## config.mk

```make
export PLATFORM = sky130hd
export DESIGN_NAME = fetch_seq16
export DESIGN_NICKNAME = d
export VERILOG_FILES = /design/src/rtl/fetch_seq16.sv
export SDC_FILE = /design/constraint.sdc
export NUM_CORES = 1
export LEC_CHECK = 0
export CAP_MARGIN = 20
export CORE_AREA = 10 10 75 77
export DETAILED_ROUTE_END_ITERATION = 6
export DIE_AREA = 0 0 85 87
export GPL_TIMING_DRIVEN = 0
export PLACE_DENSITY_LB_ADDON = 0.08
export SKIP_CTS_REPAIR_TIMING = 1
export SLEW_MARGIN = 25
export SYNTH_ARGS = -nofsm -noshare
export SYNTH_HDL_FRONTEND = slang
export SYNTH_SLANG_ARGS = --single-unit
export TNS_END_PERCENT = 10
```

## constraint.sdc

```tcl
create_clock -name clk_i -period 2.15 [get_ports clk_i]
set_input_delay 0.645 -clock clk_i [delete_from_list [all_inputs] [get_ports clk_i]]
set_output_delay 0.645 -clock clk_i [all_outputs]
set_load 0.03 [all_outputs]
```

## src/rtl/fetch_seq16.sv

```systemverilog
// fetch_seq16 -- fetch sequencer in front of the 16-bit program counter.
//
// Reads bytes from an 8-bit memory bus at the address held in the PC and
// assembles little-endian 16-bit words. It drives the PC's increment and load
// strobes and presents each assembled word on the transfer bus. It handles one
// command per transaction, accepted through a valid/ready handshake.
//
// Ports:
//   clk_i, rst_i         clock (rising edge), asynchronous active-high reset
//   cmd_valid_i/ready_o  command handshake; cmd_op_i captured at accept
//                        (00 FETCH8, 01 FETCH16, 10 JUMP16, 11 reserved -> err)
//   pc_in_i              current PC value; mem_addr_o follows it combinationally
//   mem_req_o/ack_i      memory read request / data-valid on mem_data_i
//   pc_inc_o, pc_load_o  one-cycle PC strobes (never asserted together)
//   xfer_out_o           registered result word; xfer_valid_o marks a new one
//   err_o                one-cycle error strobe; busy_o = ~cmd_ready_o
//
// Optional build macro FETCH_TIMEOUT_EN: abort a memory request that has gone
// TIMEOUT_CYCLES request cycles without mem_ack_i (err pulse, no pc_inc).
// Without the macro the sequencer waits indefinitely for mem_ack_i.
//
// state   | meaning
// --------+------------------------------------------------------------
// IDLE    | cmd_ready high, waiting for a command
// REQ_LO  | requesting low byte at PC; pc_inc on ack
// REQ_HI  | requesting high byte at PC (already advanced); pc_inc on ack
// LOAD    | JUMP16 only: pc_load with the assembled word
// DONE    | xfer_valid pulse
// FAIL    | err pulse (reserved op or memory timeout)

module fetch_seq16 #(
  parameter int unsigned TIMEOUT_CYCLES = 15,
  parameter int unsigned TO_W           = 4
) (
  input  logic        clk_i,
  input  logic        rst_i,
  input  logic        cmd_valid_i,
  output logic        cmd_ready_o,
  input  logic [1:0]  cmd_op_i,
  input  logic [15:0] pc_in_i,
  output logic [15:0] mem_addr_o,
  output logic        mem_req_o,
  input  logic        mem_ack_i,
  input  logic [7:0]  mem_data_i,
  output logic        pc_inc_o,
  output logic        pc_load_o,
  output logic [15:0] xfer_out_o,
  output logic        xfer_valid_o,
  output logic        err_o,
  output logic        busy_o
);

  localparam logic [1:0] OP_FETCH8  = 2'b00;
  localparam logic [1:0] OP_JUMP16  = 2'b10;
  localparam logic [1:0] OP_RSVD    = 2'b11;

  // The timeout counter must be able to hold TIMEOUT_CYCLES-1.
  if ((2 ** TO_W) <= TIMEOUT_CYCLES) begin : g_to_w_check
    $error("fetch_seq16: TO_W too narrow for TIMEOUT_CYCLES");
  end

  typedef enum logic [2:0] {
    S_IDLE,
    S_REQ_LO,
    S_REQ_HI,
    S_LOAD,
    S_DONE,
    S_FAIL
  } state_e;

  state_e      state_q, state_d;
  logic [1:0]  op_q, op_d;
  logic [7:0]  lo_q, lo_d;
  logic [15:0] xfer_q, xfer_d;
  logic        to_expire;

`ifdef FETCH_TIMEOUT_EN
  // Down-counter loaded on entry to a request state; reaching zero on a
  // request cycle without ack means TIMEOUT_CYCLES cycles have been spent.
  localparam logic [TO_W-1:0] TO_LOAD = TO_W'(TIMEOUT_CYCLES - 1);

  logic [TO_W-1:0] to_cnt_q, to_cnt_d;

  always_comb begin
    to_cnt_d = to_cnt_q;
    if ((state_d == S_REQ_LO || state_d == S_REQ_HI) && state_d != state_q) begin
      to_cnt_d = TO_LOAD;
    end else if (mem_req_o && !mem_ack_i && to_cnt_q != '0) begin
      to_cnt_d = to_cnt_q - 1'b1;
    end
  end

  always_ff @(posedge clk_i or posedge rst_i) begin
    if (rst_i) begin
      to_cnt_q <= '0;
    end else begin
      to_cnt_q <= to_cnt_d;
    end
  end

  assign to_expire = (to_cnt_q == '0);
`else
  assign to_expire = 1'b0;
`endif

  always_ff @(posedge clk_i or posedge rst_i) begin
    if (rst_i) begin
      state_q <= S_IDLE;
      op_q    <= OP_FETCH8;
      lo_q    <= 8'h00;
      xfer_q  <= 16'h0000;
    end else begin
      state_q <= state_d;
      op_q    <= op_d;
      lo_q    <= lo_d;
      xfer_q  <= xfer_d;
    end
  end

  always_comb begin
    state_d      = state_q;
    op_d         = op_q;
    lo_d         = lo_q;
    xfer_d       = xfer_q;
    cmd_ready_o  = 1'b0;
    mem_req_o    = 1'b0;
    pc_inc_o     = 1'b0;
    pc_load_o    = 1'b0;
    xfer_valid_o = 1'b0;
    err_o        = 1'b0;

    unique case (state_q)
      S_IDLE: begin
        cmd_ready_o = 1'b1;
        if (cmd_valid_i) begin
          op_d    = cmd_op_i;
          state_d = (cmd_op_i == OP_RSVD) ? S_FAIL : S_REQ_LO;
        end
      end

      S_REQ_LO: begin
        mem_req_o = 1'b1;
        if (mem_ack_i) begin
          pc_inc_o = 1'b1;
          lo_d     = mem_data_i;
          if (op_q == OP_FETCH8) begin
            xfer_d  = {8'h00, mem_data_i};
            state_d = S_DONE;
          end else begin
            state_d = S_REQ_HI;
          end
        end else if (to_expire) begin
          state_d = S_FAIL;
        end
      end

      S_REQ_HI: begin
        // pc_in_i has already advanced from the low-byte increment.
        mem_req_o = 1'b1;
        if (mem_ack_i) begin
          pc_inc_o = 1'b1;
          xfer_d   = {mem_data_i, lo_q};
          state_d  = (op_q == OP_JUMP16) ? S_LOAD : S_DONE;
        end else if (to_expire) begin
          state_d = S_FAIL;
        end
      end

      S_LOAD: begin
        pc_load_o = 1'b1;
        state_d   = S_DONE;
      end

      S_DONE: begin
        xfer_valid_o = 1'b1;
        state_d      = S_IDLE;
      end

      S_FAIL: begin
        // A partially fetched word is discarded; xfer_out keeps its old value.
        err_o   = 1'b1;
        lo_d    = 8'h00;
        state_d = S_IDLE;
      end

      default: state_d = S_IDLE;
    endcase
  end

  assign mem_addr_o = pc_in_i;
  assign xfer_out_o = xfer_q;
  assign busy_o     = ~cmd_ready_o;

endmodule

```

* Yosys cells after proc, flatten, opt, wreduce, memory -nomap -nowiden *
Cells that the tools add are included.

storage, ports and cells
  register bits after elaboration = 29
  bits of input ports = 30

operators by class
  equal/unequal tests = 11
  muxes and demuxes = 20
  bitwise logic cells = 1
  reductions and logical operators = 9

operators with widths
  cell                                                 number
  two-way mux 16 bit                                   3
  one-hot mux 16 bit (2 select lines)                  1
  two-way mux 3 bit                                    6
  one-hot mux 8 bit (2 select lines)                   1
  one-hot mux 3 bit (4 select lines)                   1
  two-way mux 8 bit                                    1
  inequality test 2 bit, second input constant         4
  two-way mux 1 bit                                    7
  equality test 3 x 2 -> 1 bit, second input constant  2
  equality test 3 bit, second input constant           2
  equality test 2 bit, second input constant           2
  AND reduction 2 bit                                  2
  AND reduction 4 bit                                  1
  nonzero test 2 bit                                   2
  equality test 3 x 1 -> 1 bit, second input constant  1
  logical NOT 3 bit                                    1
  AND reduction 3 bit                                  1
  logical NOT 2 bit                                    1
  OR reduction 2 bit                                   1
  NOT 1 bit                                            1

* Longest topological paths before layout *
  depth in word-level cells = 4
  gate-level depth with buffers = 5

* Worst setup path before layout *
OpenSTA, ideal clock, no wires.

  kind = flip-flop to output port
  start = register state_q[1]
  end = output pc_inc_o
  arrival = 1.720 ns
  data required time = 1.505 ns
  slack = -0.215 ns
  cell stages (with the launch flop) = 5
  path through = dfrtp_1 -> or2b_1 -> clkbuf_1 -> a21oi_1 -> and2_1

between the ends
  longest elaborated chain between the ends = 3
  elaborated cells on any way between the ends = 4
  those cells by class = eq/ne (2); mux (1); reduce/logical (1)

ends and longest elaborated chain
  element                                                                              line  RTL
  start, declared                                                                      71    state_e state_q, state_d;
  start signal, assigned                                                               113   state_q <= state_d;
  equality test 3 x 2 -> 1 bit / equality test 3 x 1 -> 1 bit (equally long branches)  132   unique case (state_q)
  OR reduction 2 bit (no source line) (*)                                              -
  two-way mux 1 bit (*)                                                                -
  end, declared                                                                        45    output logic pc_inc_o,

Mark *: on every way between the ends. The rest lies on a longest branch, timed or not.

* Worst setup path in the final report *
Same ends and word-level chain as after synthesis.

==> flow_results.xml <==
<?xml version="1.0" encoding="UTF-8"?>
<metrics>
  <group name="clock_network">
    <metric name="clockBufferDepth" unit="">2</metric>
    <metric name="root_cell_of_the_clock_tree" unit="">sky130_fd_sc_hd__clkbuf_8</metric>
    <metric name="cts_buffers" unit="">5</metric>
    <metric name="numClockSinks" unit="">29</metric>
    <metric name="insertion_delay" unit="ps">280</metric>
    <metric name="tritoncts" unit="">done</metric>
    <metric name="cts.htree.levels" unit="">2</metric>
    <metric name="clkTransAtPathRegs" unit="ps">60</metric>
  </group>
  <group name="sta">
    <metric name="tightest_slew" unit="ps">600</metric>
    <metric name="timing.setup.tns" unit="ps">0</metric>
    <metric name="skew" unit="ps">3.14</metric>
    <metric name="maximum_clock_frequency" unit="MHz">478</metric>
    <metric name="final.min_clock_period" unit="ps">2090</metric>
    <metric name="rsz0062_at_grt" unit="">yes</metric>
    <metric name="final_hold_viol_count" unit="">0</metric>
    <metric name="fraction_of_the_cycle_the_final_worst_path_needs" unit="">0.974</metric>
    <metric name="timing.final.max_slew_violations" unit="">0</metric>
    <metric name="relative_slew_margins" unit="">0.599</metric>
    <metric name="final-setup-viol-count" unit="">0</metric>
    <metric name="setup_slack" unit="ps">56.0</metric>
  </group>
  <group name="die">
    <metric name="dieWidth" unit="um">85</metric>
    <metric name="floorplan.initialDensity" unit="">0.387</metric>
    <metric name="die_area" unit="sq um">7400</metric>
    <metric name="fp.coreArea" unit="sq um">4230</metric>
    <metric name="number_of_top_level_design_ports" unit="">69</metric>
    <metric name="vertical_die_dimension" unit="um">87</metric>
    <metric name="std_cell_rows" unit="">24</metric>
  </group>
  <group name="synthesis">
    <metric name="postSynth.topFlopCell" unit="">sky130_fd_sc_hd__dfrtp_1</metric>
    <metric name="synthCells" unit="">161</metric>
    <metric name="synth_sequential_area_ratio" unit="">0.443</metric>
    <metric name="syn_area" unit="sq um">1640</metric>
    <metric name="netlist-cell-type-count" unit="">33</metric>
    <metric name="ys_warn_count" unit="">0</metric>
    <metric name="async_reset_ff_frac" unit="">1.00</metric>
    <metric name="synth_area_per_cell" unit="sq um">10.2</metric>
    <metric name="synth_fp_nets" unit="">191</metric>
    <metric name="synth-edff-count" unit="">0</metric>
    <metric name="synth-seq-cells" unit="">29</metric>
  </group>
  <group name="detailed_routing">
    <metric name="drt_pass1_iterations" unit="">4</metric>
    <metric name="drt-vias-per-instance" unit="">5.00</metric>
    <metric name="antenna_violating_nets_post_route" unit="">0</metric>
    <metric name="routed_wire_length" unit="um">4440</metric>
    <metric name="vias" unit="">1349</metric>
    <metric name="avgRoutedWirePerCell" unit="um">16.4</metric>
    <metric name="detail_route.iter0.violations" unit="">131</metric>
    <metric name="drc" unit="">0</metric>
  </group>
  <group name="final_layout">
    <metric name="finalNonFillerCells" unit="">270</metric>
    <metric name="n_antenna_cell" unit="">0</metric>
    <metric name="drive_above_1_share" unit="">0.266</metric>
    <metric name="finish.instance_area" unit="sq um">2320</metric>
    <metric name="p_r_area_growth_vs_syn" unit="%">41.8</metric>
    <metric name="fillCellCount" unit="">403</metric>
    <metric name="layout_common_cells" unit="">sky130_fd_sc_hd__clkdlybuf4s50_1 (44), sky130_fd_sc_hd__dfrtp_1 (27), sky130_fd_sc_hd__buf_4 (17)</metric>
    <metric name="finish.net_count" unit="">248</metric>
    <metric name="layout.cells.most_common" unit="">sky130_fd_sc_hd__clkdlybuf4s50_1</metric>
  </group>
  <group name="placed_design">
    <metric name="place_worst_setup_slack" unit="ps">-989</metric>
    <metric name="placed_cells_incl_taps" unit="">265</metric>
    <metric name="dp_hpwl" unit="um">3430</metric>
    <metric name="io_buffer_count" unit="">52</metric>
    <metric name="gp_routability_congestion" unit="">0.720</metric>
    <metric name="detailed_place.area" unit="sq um">2230</metric>
  </group>
  <group name="grt">
    <metric name="first_pass_grt_wire_length" unit="um">7430</metric>
    <metric name="antenna_found_initial" unit="">0</metric>
    <metric name="grt_max_degree" unit="">30</metric>
    <metric name="grt.total_usage" unit="">0.125</metric>
    <metric name="grt_pass1_vias" unit="">1477</metric>
    <metric name="globalRouteOverflowTotal" unit="">0</metric>
  </group>
  <group name="setup_path">
    <metric name="critical_path.max_fanout" unit="">10</metric>
    <metric name="start_kind" unit="">flop</metric>
    <metric name="worst_setup_path_end_kind" unit="">output pin</metric>
    <metric name="timing.critical_path.required" unit="ps">1500</metric>
    <metric name="timing.reg2reg.setup_slack" unit="ps">100</metric>
    <metric name="critical_path_class" unit="">reg2out</metric>
    <metric name="worstPathArrival" unit="ps">1450</metric>
  </group>
  <group name="job">
    <metric name="max_cap_viol" unit="">0</metric>
  </group>
  <group name="status">
    <metric name="run_status" unit="">finished, final reports clean</metric>
  </group>
  <group name="pwr">
    <metric name="worst_ir_drop_vdd" unit="mV">0.683</metric>
    <metric name="cellPowerDensity" unit="nW/um^2">1500</metric>
    <metric name="leakagePower" unit="nW">1.02</metric>
  </group>
  <group name="worst_hold_path">
    <metric name="hold_path.class" unit="">reg2reg</metric>
  </group>
</metrics>
[metrics by stage]
| step | util | hold WS (ps) | total power [mW] |
|---|---|---|---|
| floorplan | - | 458 | 2.36 |
| global placement | 0.527 | 471 | 3.05 |
| detailed placement | 0.527 | 479 | 3.10 |
| CTS | 0.548 | 492 | 3.56 |
| global route | 0.548 | 500 | 3.75 |
| finish | 0.548 | 492 | 3.49 |
[critical path, cell delays in order (launching register included)]
cell	delay, ps
sky130_fd_sc_hd__dfrtp_1	420
sky130_fd_sc_hd__or2b_4	330
sky130_fd_sc_hd__a21oi_4	140
sky130_fd_sc_hd__and2_1	150
sky130_fd_sc_hd__buf_6	130
[flip-flops by register name (all words and copies together), names as in the netlist]
signal,cells
op_q,2
xfer_out_o,16
lo_q,8
state_q,3
[logic make-up (layout without fill, tap and decap cells)]
kind of cell,after synthesis,after routing,synth area share
simple gates,41,41,0.140
compound gates,28,28,0.107
buf+inv,37,94,0.132
mux,26,26,0.177
flops,29,29,0.443
[cells in the mapped netlist (2+ instances only)]
library cell	instances	share of area
sky130_fd_sc_hd__dfrtp_1	29	0.44
sky130_fd_sc_hd__buf_4	16	0.073
sky130_fd_sc_hd__mux2_2	16	0.11
sky130_fd_sc_hd__nand2_1	16	0.037
sky130_fd_sc_hd__a21oi_1	12	0.037
sky130_fd_sc_hd__inv_1	12	0.028
sky130_fd_sc_hd__o21ai_0	9	0.028
sky130_fd_sc_hd__mux2i_1	8	0.049
sky130_fd_sc_hd__nor2b_1	8	0.031
sky130_fd_sc_hd__clkbuf_1	7	0.016
sky130_fd_sc_hd__nand2b_1	4	0.015
sky130_fd_sc_hd__mux2_4	2	0.018
sky130_fd_sc_hd__nor2_1	2	0.0046
[cell type report]
class	instances	area [sq um]	area share
multi-input cells	95	709	0.306
well taps	52	65.1	0.0280
clock buffers	7	86.3	0.0372
repair buffers	52	517	0.223
inverters	12	45.0	0.0194
flip-flops and latches	29	728	0.314
plain buffers	23	170	0.0733
[path summary, 6_finish.rpt]
| path | from | endpoint | cells past startpoint |
|---|---|---|---|
| worst max-delay path | state_q[1]$_DFFE_PP0P_ | pc_inc_o | 4 |
| worst min-delay path | lo_q[7]$_DFFE_PP0P_ | lo_q[7]$_DFFE_PP0P_ | 1 |
| worst max register to register | state_q[2]$_DFFE_PP0P_ | xfer_out_o[4]$_DFFE_PP0P_ | 4 |
| worst min register to register | lo_q[7]$_DFFE_PP0P_ | lo_q[7]$_DFFE_PP0P_ | 1 |
| max in group asynchronous | rst_i | state_q[0]$_DFFE_PP0P_ | 2 |
| min in group asynchronous | rst_i | xfer_out_o[8]$_DFFE_PP0P_ | 2 |
[power by group]
part	switching [mW]	internal (mW)
Sequential	0.202	0.828
Clock	0.194	0.253
Combinational	1.11	0.907
Total	1.50	1.99
[routing by layer]
metal | track usage | wire, um | up-vias | share of wire
met3 | 0.0599 | 405 | 4 | 0.091
met4 | 0.0479 | 57 | 0 | 0.013
met2 | 0.210 | 2300 | 52 | 0.52
met1 | 0.133 | 1680 | 658 | 0.38
met5 | 0 | 0 | - | 0
li1 | - | - | 635 | -
Note: power is estimated with default switching activity, not from simulation.
